### src/rtl/frame_ring_writer.sv
// rtl/frame_ring_writer.sv - pixel stream packed into INCR bursts across a ring of DRAM frame buffers
module frame_ring_writer #(
    parameter int                    DATA_WIDTH    = 32,
    parameter int                    ADDR_WIDTH    = 32,
    parameter int                    NUM_BUFFERS   = 4,
    parameter int                    BURST_LEN     = 16,
    parameter logic [ADDR_WIDTH-1:0] BASE_ADDR     = '0,
    parameter logic [ADDR_WIDTH-1:0] BUFFER_STRIDE = 'h0010_0000,
    localparam int IDX_W  = (NUM_BUFFERS > 1) ? $clog2(NUM_BUFFERS) : 1,
    localparam int PEND_W = $clog2(NUM_BUFFERS + 1)
) (
    input  logic                    clk,
    input  logic                    rst,
    input  logic [DATA_WIDTH-1:0]   s_axis_tdata,
    input  logic                    s_axis_tvalid,
    output logic                    s_axis_tready,
    input  logic                    s_axis_tlast,
    input  logic                    s_axis_tuser,
    input  logic [15:0]             frame_width,
    input  logic [15:0]             frame_height,
    output logic                    start_write,
    input  logic                    write_busy,
    output logic [ADDR_WIDTH-1:0]   write_addr,
    output logic [7:0]              write_len,
    output logic [2:0]              write_size,
    output logic [1:0]              write_burst,
    output logic [DATA_WIDTH-1:0]   write_data,
    output logic [DATA_WIDTH/8-1:0] write_strb,
    output logic                    write_data_valid,
    input  logic                    write_data_ready,
    output logic                    write_last,
    output logic                    frame_ready,
    output logic [ADDR_WIDTH-1:0]   base_addr_out,
    output logic [IDX_W-1:0]        frame_index,
    input  logic                    frame_consumed,
    output logic [PEND_W-1:0]       frames_pending,
    output logic                    frame_dropped,
    output logic                    frame_error
);
    localparam int CNT_W  = $clog2(BURST_LEN + 1);
    localparam int BIDX_W = (BURST_LEN > 1) ? $clog2(BURST_LEN) : 1;

    typedef enum logic [2:0] {S_IDLE, S_FILL, S_ISSUE, S_SEND, S_DROP} state_t;
    state_t state, next_state;

    logic [DATA_WIDTH-1:0] buf_mem [2**BIDX_W];
    logic [CNT_W-1:0]      fill_cnt, fill_next, close_beats;
    logic [BIDX_W-1:0]     send_idx;
    logic [31:0]           pix_cnt, pix_next, target, burst_start, close_start, sof_target;
    logic [IDX_W-1:0]      wr_buf;
    logic [ADDR_WIDTH-1:0] buf_base;
    logic beat, sof_store, store, drop_start, drop_beat, sof_err, close;
    logic data_hs, frame_done, ring_full, consume_ok, accept_next;

    assign write_size  = 3'($clog2(DATA_WIDTH / 8));
    assign write_burst = 2'b01;
    assign write_strb  = '1;

    assign beat       = s_axis_tvalid && s_axis_tready;
    assign sof_target = 32'(frame_width) * 32'(frame_height);
    assign fill_next  = fill_cnt + CNT_W'(1);
    assign pix_next   = pix_cnt + 32'd1;
    assign ring_full  = frames_pending == PEND_W'(NUM_BUFFERS);
    assign buf_base   = BASE_ADDR + ADDR_WIDTH'(wr_buf) * BUFFER_STRIDE;

    assign start_write      = (state == S_ISSUE) && !write_busy;
    assign write_data_valid = (state == S_SEND);
    assign write_data       = buf_mem[send_idx];
    assign write_last       = (state == S_SEND) && (8'(send_idx) == write_len);
    assign data_hs          = write_data_valid && write_data_ready;
    assign frame_done       = data_hs && write_last && (pix_cnt == target);
    assign consume_ok       = frame_consumed && (frames_pending != '0);
    assign close_beats      = sof_store ? CNT_W'(1) : fill_next;
    assign close_start      = sof_store ? 32'd0 : burst_start;
    assign accept_next      = (next_state == S_IDLE) || (next_state == S_FILL) || (next_state == S_DROP);

    always_comb begin
        next_state = state;
        sof_store  = 1'b0;
        store      = 1'b0;
        drop_start = 1'b0;
        drop_beat  = 1'b0;
        sof_err    = 1'b0;
        close      = 1'b0;
        // A tuser beat is only ever accepted in IDLE, FILL or DROP and always starts a new frame.
        if (beat && s_axis_tuser) begin
            sof_err = (state == S_FILL);
            if (sof_target == 32'd0) begin
                next_state = S_IDLE;
            end else if (ring_full) begin
                drop_start = 1'b1;
                next_state = (sof_target == 32'd1) ? S_IDLE : S_DROP;
            end else begin
                sof_store  = 1'b1;
                close      = s_axis_tlast || (BURST_LEN == 1) || (sof_target == 32'd1);
                next_state = close ? S_ISSUE : S_FILL;
            end
        end else begin
            case (state)
                S_FILL: if (beat) begin
                    store      = 1'b1;
                    close      = (fill_next == CNT_W'(BURST_LEN)) || s_axis_tlast || (pix_next == target);
                    next_state = close ? S_ISSUE : S_FILL;
                end
                S_ISSUE: if (!write_busy) next_state = S_SEND;
                S_SEND: if (data_hs && write_last) next_state = (pix_cnt == target) ? S_IDLE : S_FILL;
                S_DROP: if (beat) begin
                    drop_beat  = 1'b1;
                    next_state = (pix_next >= target) ? S_IDLE : S_DROP;
                end
                default: next_state = state;
            endcase
        end
    end

    always_ff @(posedge clk) begin
        if (sof_store || store) buf_mem[sof_store ? BIDX_W'(0) : fill_cnt[BIDX_W-1:0]] <= s_axis_tdata;
    end

    always_ff @(posedge clk) begin
        if (rst) begin
            state          <= S_IDLE;
            s_axis_tready  <= 1'b0;
            frame_ready    <= 1'b0;
            frame_dropped  <= 1'b0;
            frame_error    <= 1'b0;
            write_addr     <= '0;
            write_len      <= '0;
            frame_index    <= '0;
            frames_pending <= '0;
            base_addr_out  <= BASE_ADDR;
            fill_cnt       <= '0;
            send_idx       <= '0;
            pix_cnt        <= '0;
            target         <= '0;
            burst_start    <= '0;
            wr_buf         <= '0;
        end else begin
            state         <= next_state;
            s_axis_tready <= accept_next;
            frame_ready   <= frame_done;
            frame_dropped <= drop_start;
            frame_error   <= sof_err;
            // pix_cnt doubles as the beat counter while a frame is being dropped.
            if (sof_store || drop_start) begin
                target      <= sof_target;
                pix_cnt     <= 32'd1;
                burst_start <= '0;
                fill_cnt    <= CNT_W'(1);
            end else if (store) begin
                fill_cnt <= fill_next;
                pix_cnt  <= pix_next;
            end else if (drop_beat) begin
                pix_cnt <= pix_next;
            end
            if (close) begin
                write_addr <= buf_base + ADDR_WIDTH'(close_start) * ADDR_WIDTH'(DATA_WIDTH / 8);
                write_len  <= 8'(close_beats - CNT_W'(1));
            end
            if (data_hs) begin
                send_idx <= write_last ? '0 : send_idx + BIDX_W'(1);
                if (write_last) begin
                    fill_cnt    <= '0;
                    burst_start <= pix_cnt;
                end
            end
            if (frame_done) begin
                base_addr_out <= buf_base;
                frame_index   <= wr_buf;
                wr_buf        <= (wr_buf == IDX_W'(NUM_BUFFERS - 1)) ? '0 : wr_buf + IDX_W'(1);
            end
            if (frame_done && !consume_ok)      frames_pending <= frames_pending + PEND_W'(1);
            else if (!frame_done && consume_ok) frames_pending <= frames_pending - PEND_W'(1);
        end
    end
endmodule

### config.mk
export PLATFORM = sky130hd
export DESIGN_NAME = frame_ring_writer
export DESIGN_NICKNAME = d
export VERILOG_FILES = /design/src/rtl/frame_ring_writer.sv
export SDC_FILE = /design/constraint.sdc
export NUM_CORES = 1
export LEC_CHECK = 0
export BUFFER_PORTS_ARGS = -buffer_cell sky130_fd_sc_hd__buf_4
export CORE_MARGIN = 2
export CORE_UTILIZATION = 35
export CTS_BUF_LIST = sky130_fd_sc_hd__clkbuf_4 sky130_fd_sc_hd__clkbuf_8
export CTS_CLUSTER_DIAMETER = 40
export CTS_CLUSTER_SIZE = 14
export DETAILED_ROUTE_END_ITERATION = 7
export GPL_ROUTABILITY_DRIVEN = 0
export GPL_TIMING_DRIVEN = 0
export SKIP_CTS_REPAIR_TIMING = 1
export SLEW_MARGIN = 20
export SYNTH_ARGS = -nofsm -noshare
export SYNTH_HDL_FRONTEND = slang
export SYNTH_SLANG_ARGS = --single-unit
### constraint.sdc
create_clock -name clk -period 18.38 [get_ports clk]
set_input_delay 3.676 -clock clk [delete_from_list [all_inputs] [get_ports clk]]
set_output_delay 3.676 -clock clk [all_outputs]
set_load 0.01 [all_outputs]
==> results by stage <==
Power and ir drop:
- Of the total power, the clock network draws 0.204.
- The share of total power dissipated in combinational logic is 0.501.
- The fraction of power consumed by sequential logic is 0.296.
- For this design the static power due to leakage is roughly 16 nW.
- The net switching power figure is between 2 and 2.5 mW.
- The internal power consumption is 3.24 mW.
- The worst vdd rail ir drop is 0.298 mV.
- The total power density per cell area is between 100 and 150 nW/µm².
- The overall power is 5.65 mW.
- The net switching fraction of the power is 0.426.

Setup path:
- By startpoint and endpoint, the worst setup path is classified as input port to flop.
- At the worst endpoint, the arrival time is 12900 ps.
- In this run the critical register-to-register path is launched from pix_cnt[0].
- The launch point of the worst path is frame_width[11].
- Counting cells, the worst reg-to-reg path comes to 22.
- For this design, the slowest cell found on the critical path is nor4_1.
- The startpoint type of the worst setup path is an input port.
- Setup slack on the worst reg-to-reg path comes out at approximately 12000 ps.
- The capturing element of the worst setup path is write_addr[26].
- STA classifies the critical path endpoint as a flop.
- In this design, the stage delay of the slowest critical-path cell is 740 ps.
- The largest fanout on the critical path is 10.
- In this design, the critical path's most frequently occurring cell is fa_1.
- STA puts the critical path data required time at 18990 ps.
- The endpoint of the worst register-to-register path is write_len[0].

Worst hold path:
- The path class of the lowest-slack min-delay path is flop to flop.
- The startpoint of the most critical hold path is write_addr[26].

Yosys:
- The unique cell type count in the Yosys netlist is just under 70.
- The flip-flop cell with the highest count after synthesis is edfxtp_1.
- The fraction of the yosys area taken by sequential cells is 0.509.
- During synthesis, Yosys emitted a total of 0 warnings.
- The commonest cells after synthesis are edfxtp_1, inv_1, nand2_1.
- The fraction of post-synthesis cell area in the top cell type by area is 0.422.
- The async set-reset flop share out of synthesis is 0.
- The synthesized design spends more area on one cell type than any other, namely edfxtp_1.
- By area the synthesized netlist is led by edfxtp_1, fa_1, mux4_2, dfxtp_1, ha_1.
- Synthesis inferred 669 register bits.
- By instance count, the leading cell after synthesis is edfxtp_1.
- After synthesis, the mean cell area works out to 13.2 µm².
- The netlist area before placement is approximately 36000 µm².
- The synthesized design contains 512 enable-type register cells.
- The number of instances in the synthesized netlist is 2750.

Status:
- The flow ran to the end, and the final reports show no timing, DRC or antenna violations.

Route:
- The top routing layer in use is met5.
- The routed metal-1 wire length is 40600 µm.
- Dividing the detail-routed via count by the number of cells gives 5.02.
- The count of antenna-violating nets left after detailed routing is 0.
- The length of routed met2 wiring is 44800 µm.
- The detailed router placed 22600 vias in this run.
- The detailed router finished its first iteration with 1766 violations.
- For this block, the routed nets add up to 94600 µm of wire.
- The detailed-route DRC error count is 0.
- Wire segments on met3 add up to about 6200 µm in the final route.
- The number of optimization iterations in the first detailed-route pass is 5.
- The post-detailed-route wirelength per cell is 21.0 µm.

Floorplan:
- The horizontal die dimension is 326 µm.
- The starting utilization of the core area is 0.352.
- The die covers 107000 µm².
- The die height is 326 µm.
- The number of top-level design ports is 197.
- Row generation in the floorplan step produced 118 rows.
- In this run the standard cell core region covers 103000 µm².

Global routing:
- The via count of the first global-routing pass came to 23300.
- The global-route usage over all layers is 0.179.
- Entering global routing, the biggest net connects 33 pins.
- After global routing the overflow that remains totals 0.
- The first global-routing pass estimated 144000 µm of wire.
- The number of antenna violations at the first check in global routing was 6.

Place:
- Input and output buffers added on the ports amount to 155.
- Summed over all nets, the half-perimeter wirelength after detailed placement is around 70000 µm.
- The number of instances in the placed design is approximately 4400.
- OpenSTA, run right after detailed placement, puts the worst setup slack at 5500 ps.
- The area after detailed placement is 40200 µm².

Timing:
- The number of slew-limit violations in the final report is 0.
- The final worst-path cycle share is 0.668.
- The transition time at the pin with the least slew margin is around 1200 ps.
- Setup repair after global routing left no endpoint under its margin.
- Static timing analysis puts the maximum clock frequency at 81.4 MHz.
- In this run the tightest slew margin relative to its limit is 0.224.
- The setup clock skew after layout is 78.1 ps.
- The worst hold margin is 455 ps.
- The smallest setup slack after layout is 6090 ps.
- The final-report hold violation count came to 0.
- The time the worst path needs with I/O delays and setup is 12290 ps.
- The total negative slack for setup checks is 0 ps.
- The setup violation total in the final timing report is 0.

Clocking:
- The clock input transition at the sequential cells of the worst setup and hold paths is ~70 ps.
- The maximum buffer depth of the clock tree is 3.
- In this run the clock root is driven by a clkbuf_8.
- The number of sinks driven by the clock tree is 669.
- Counting the buffers created by CTS gives 81.
- The clock tree from TritonCTS is done.
- The number of levels in the clock H-tree is 3.
- The later pin in the worst-skew pair is clocked with a latency of 730 ps.

Finish:
- Once layout is complete, the cells apart from fillers number approximately 4500.
- The fraction of layout instances using a drive strength above 1 is 0.195.
- Relative to the synthesized area, the layout overhead comes to 15.4%.
- Once layout is complete, the utilization of the core stands at 0.406.
- After routing the design area is 42000 µm².
- The net count reported at finish is 3476.

Run:
- Max-cap violations in this run came to 0.
## worst max-delay path, delay by kind of cell
| kind | cells | cell delay [ps] |
|---|---|---|
| adder cells (fa/ha/maj) | 9 | 4150 |
| AND/OR/NAND/NOR | 8 | 2480 |
| buffers and inverters | 7 | 1240 |
| AO/OA/AOI/OAI | 5 | 830 |
| multiplexers | 1 | 350 |
| XOR/XNOR | 1 | 150 |
## flip-flops by register name, summed over array words and instances, names as in the netlist, 4 cells and up, named ones only
name and flops:
buf_mem 512, pix_cnt 32, target 32, burst_start 30, write_addr 30, write_len 6
fill_cnt 5, send_idx 4
## metal layers
metal / GRT usage / vias up
met5: 0 / -
met4: 0.0575 / 8
met3: 0.0346 / 175
met2: 0.291 / 718
met1: 0.243 / 11500
li1: - / 10200
## how the worst min path moves through the flow
stage | to | slack (ps) | cells after the start
5_1_grt | write_addr[31] | 480 | 2
4_1_cts | write_addr[26] | 460 | 2
3_3_place_gp | write_addr[30] | 440 | 2
6_report | write_addr[26] | 460 | 2
3_5_place_dp | write_addr[26] | 450 | 2
2_1_floorplan | burst_start[18] | 440 | 1
## cell type report
| cell class | instances | area (µm²) |
|---|---|---|
| buffer | 187 | 920 |
| inverter | 277 | 1040 |
| fill | 9766 | 61400 |
| sequential | 669 | 18500 |
| clock buffer | 90 | 1190 |
| tap | 1380 | 1730 |
| multi-input combinational | 1656 | 16200 |
| clock inverter | 59 | 594 |
| timing repair buffer | 191 | 1810 |
| antenna | 2 | 5.00 |
## layout by cell type, fill, tap and decap left out, types with 21 or more instances in the layout
cell,n
a21o_1,21
a21oi_1,67
a22o_1,31
a22oi_1,22
and2_1,130
buf_4,214
clkbuf_1,106
clkbuf_8,82
conb_1,41
dfxtp_1,157
edfxtp_1,512
fa_1,196
ha_1,145
inv_1,277
mux2i_1,25
mux4_2,160
nand2_1,229
nand3_1,36
nand4_1,25
nor2_1,144
o21ai_0,32
xnor2_1,75
xor2_1,63
## cells by family (layout without fill, tap and decap cells)
family | Yosys count | count (layout) | share of synthesized area
muxes | 188 | 188 | 0.107
adders and majority gates | 341 | 341 | 0.158
buffers and inverters | 464 | 804 | 0.0535
xor gates and xnor gates | 138 | 138 | 0.0332
DFF | 669 | 669 | 0.509
other | 2 | 43 | 0.000206
and+or+nand+nor | 698 | 698 | 0.0934
AOI/OAI and AO/OA | 250 | 250 | 0.0464
## power groups by stage
stage | Sequential (mW) | Combinational [mW] | Clock (mW)
CTS | 1.67 | 2.81 | 1.18
global placement | 1.70 | 2.81 | 0
global route | 1.67 | 3.19 | 1.24
finish | 1.67 | 2.83 | 1.15
detailed placement | 1.70 | 2.78 | 0
floorplan | 1.70 | 2.02 | 0
No activity file was read; power rests on OpenSTA's default activity.
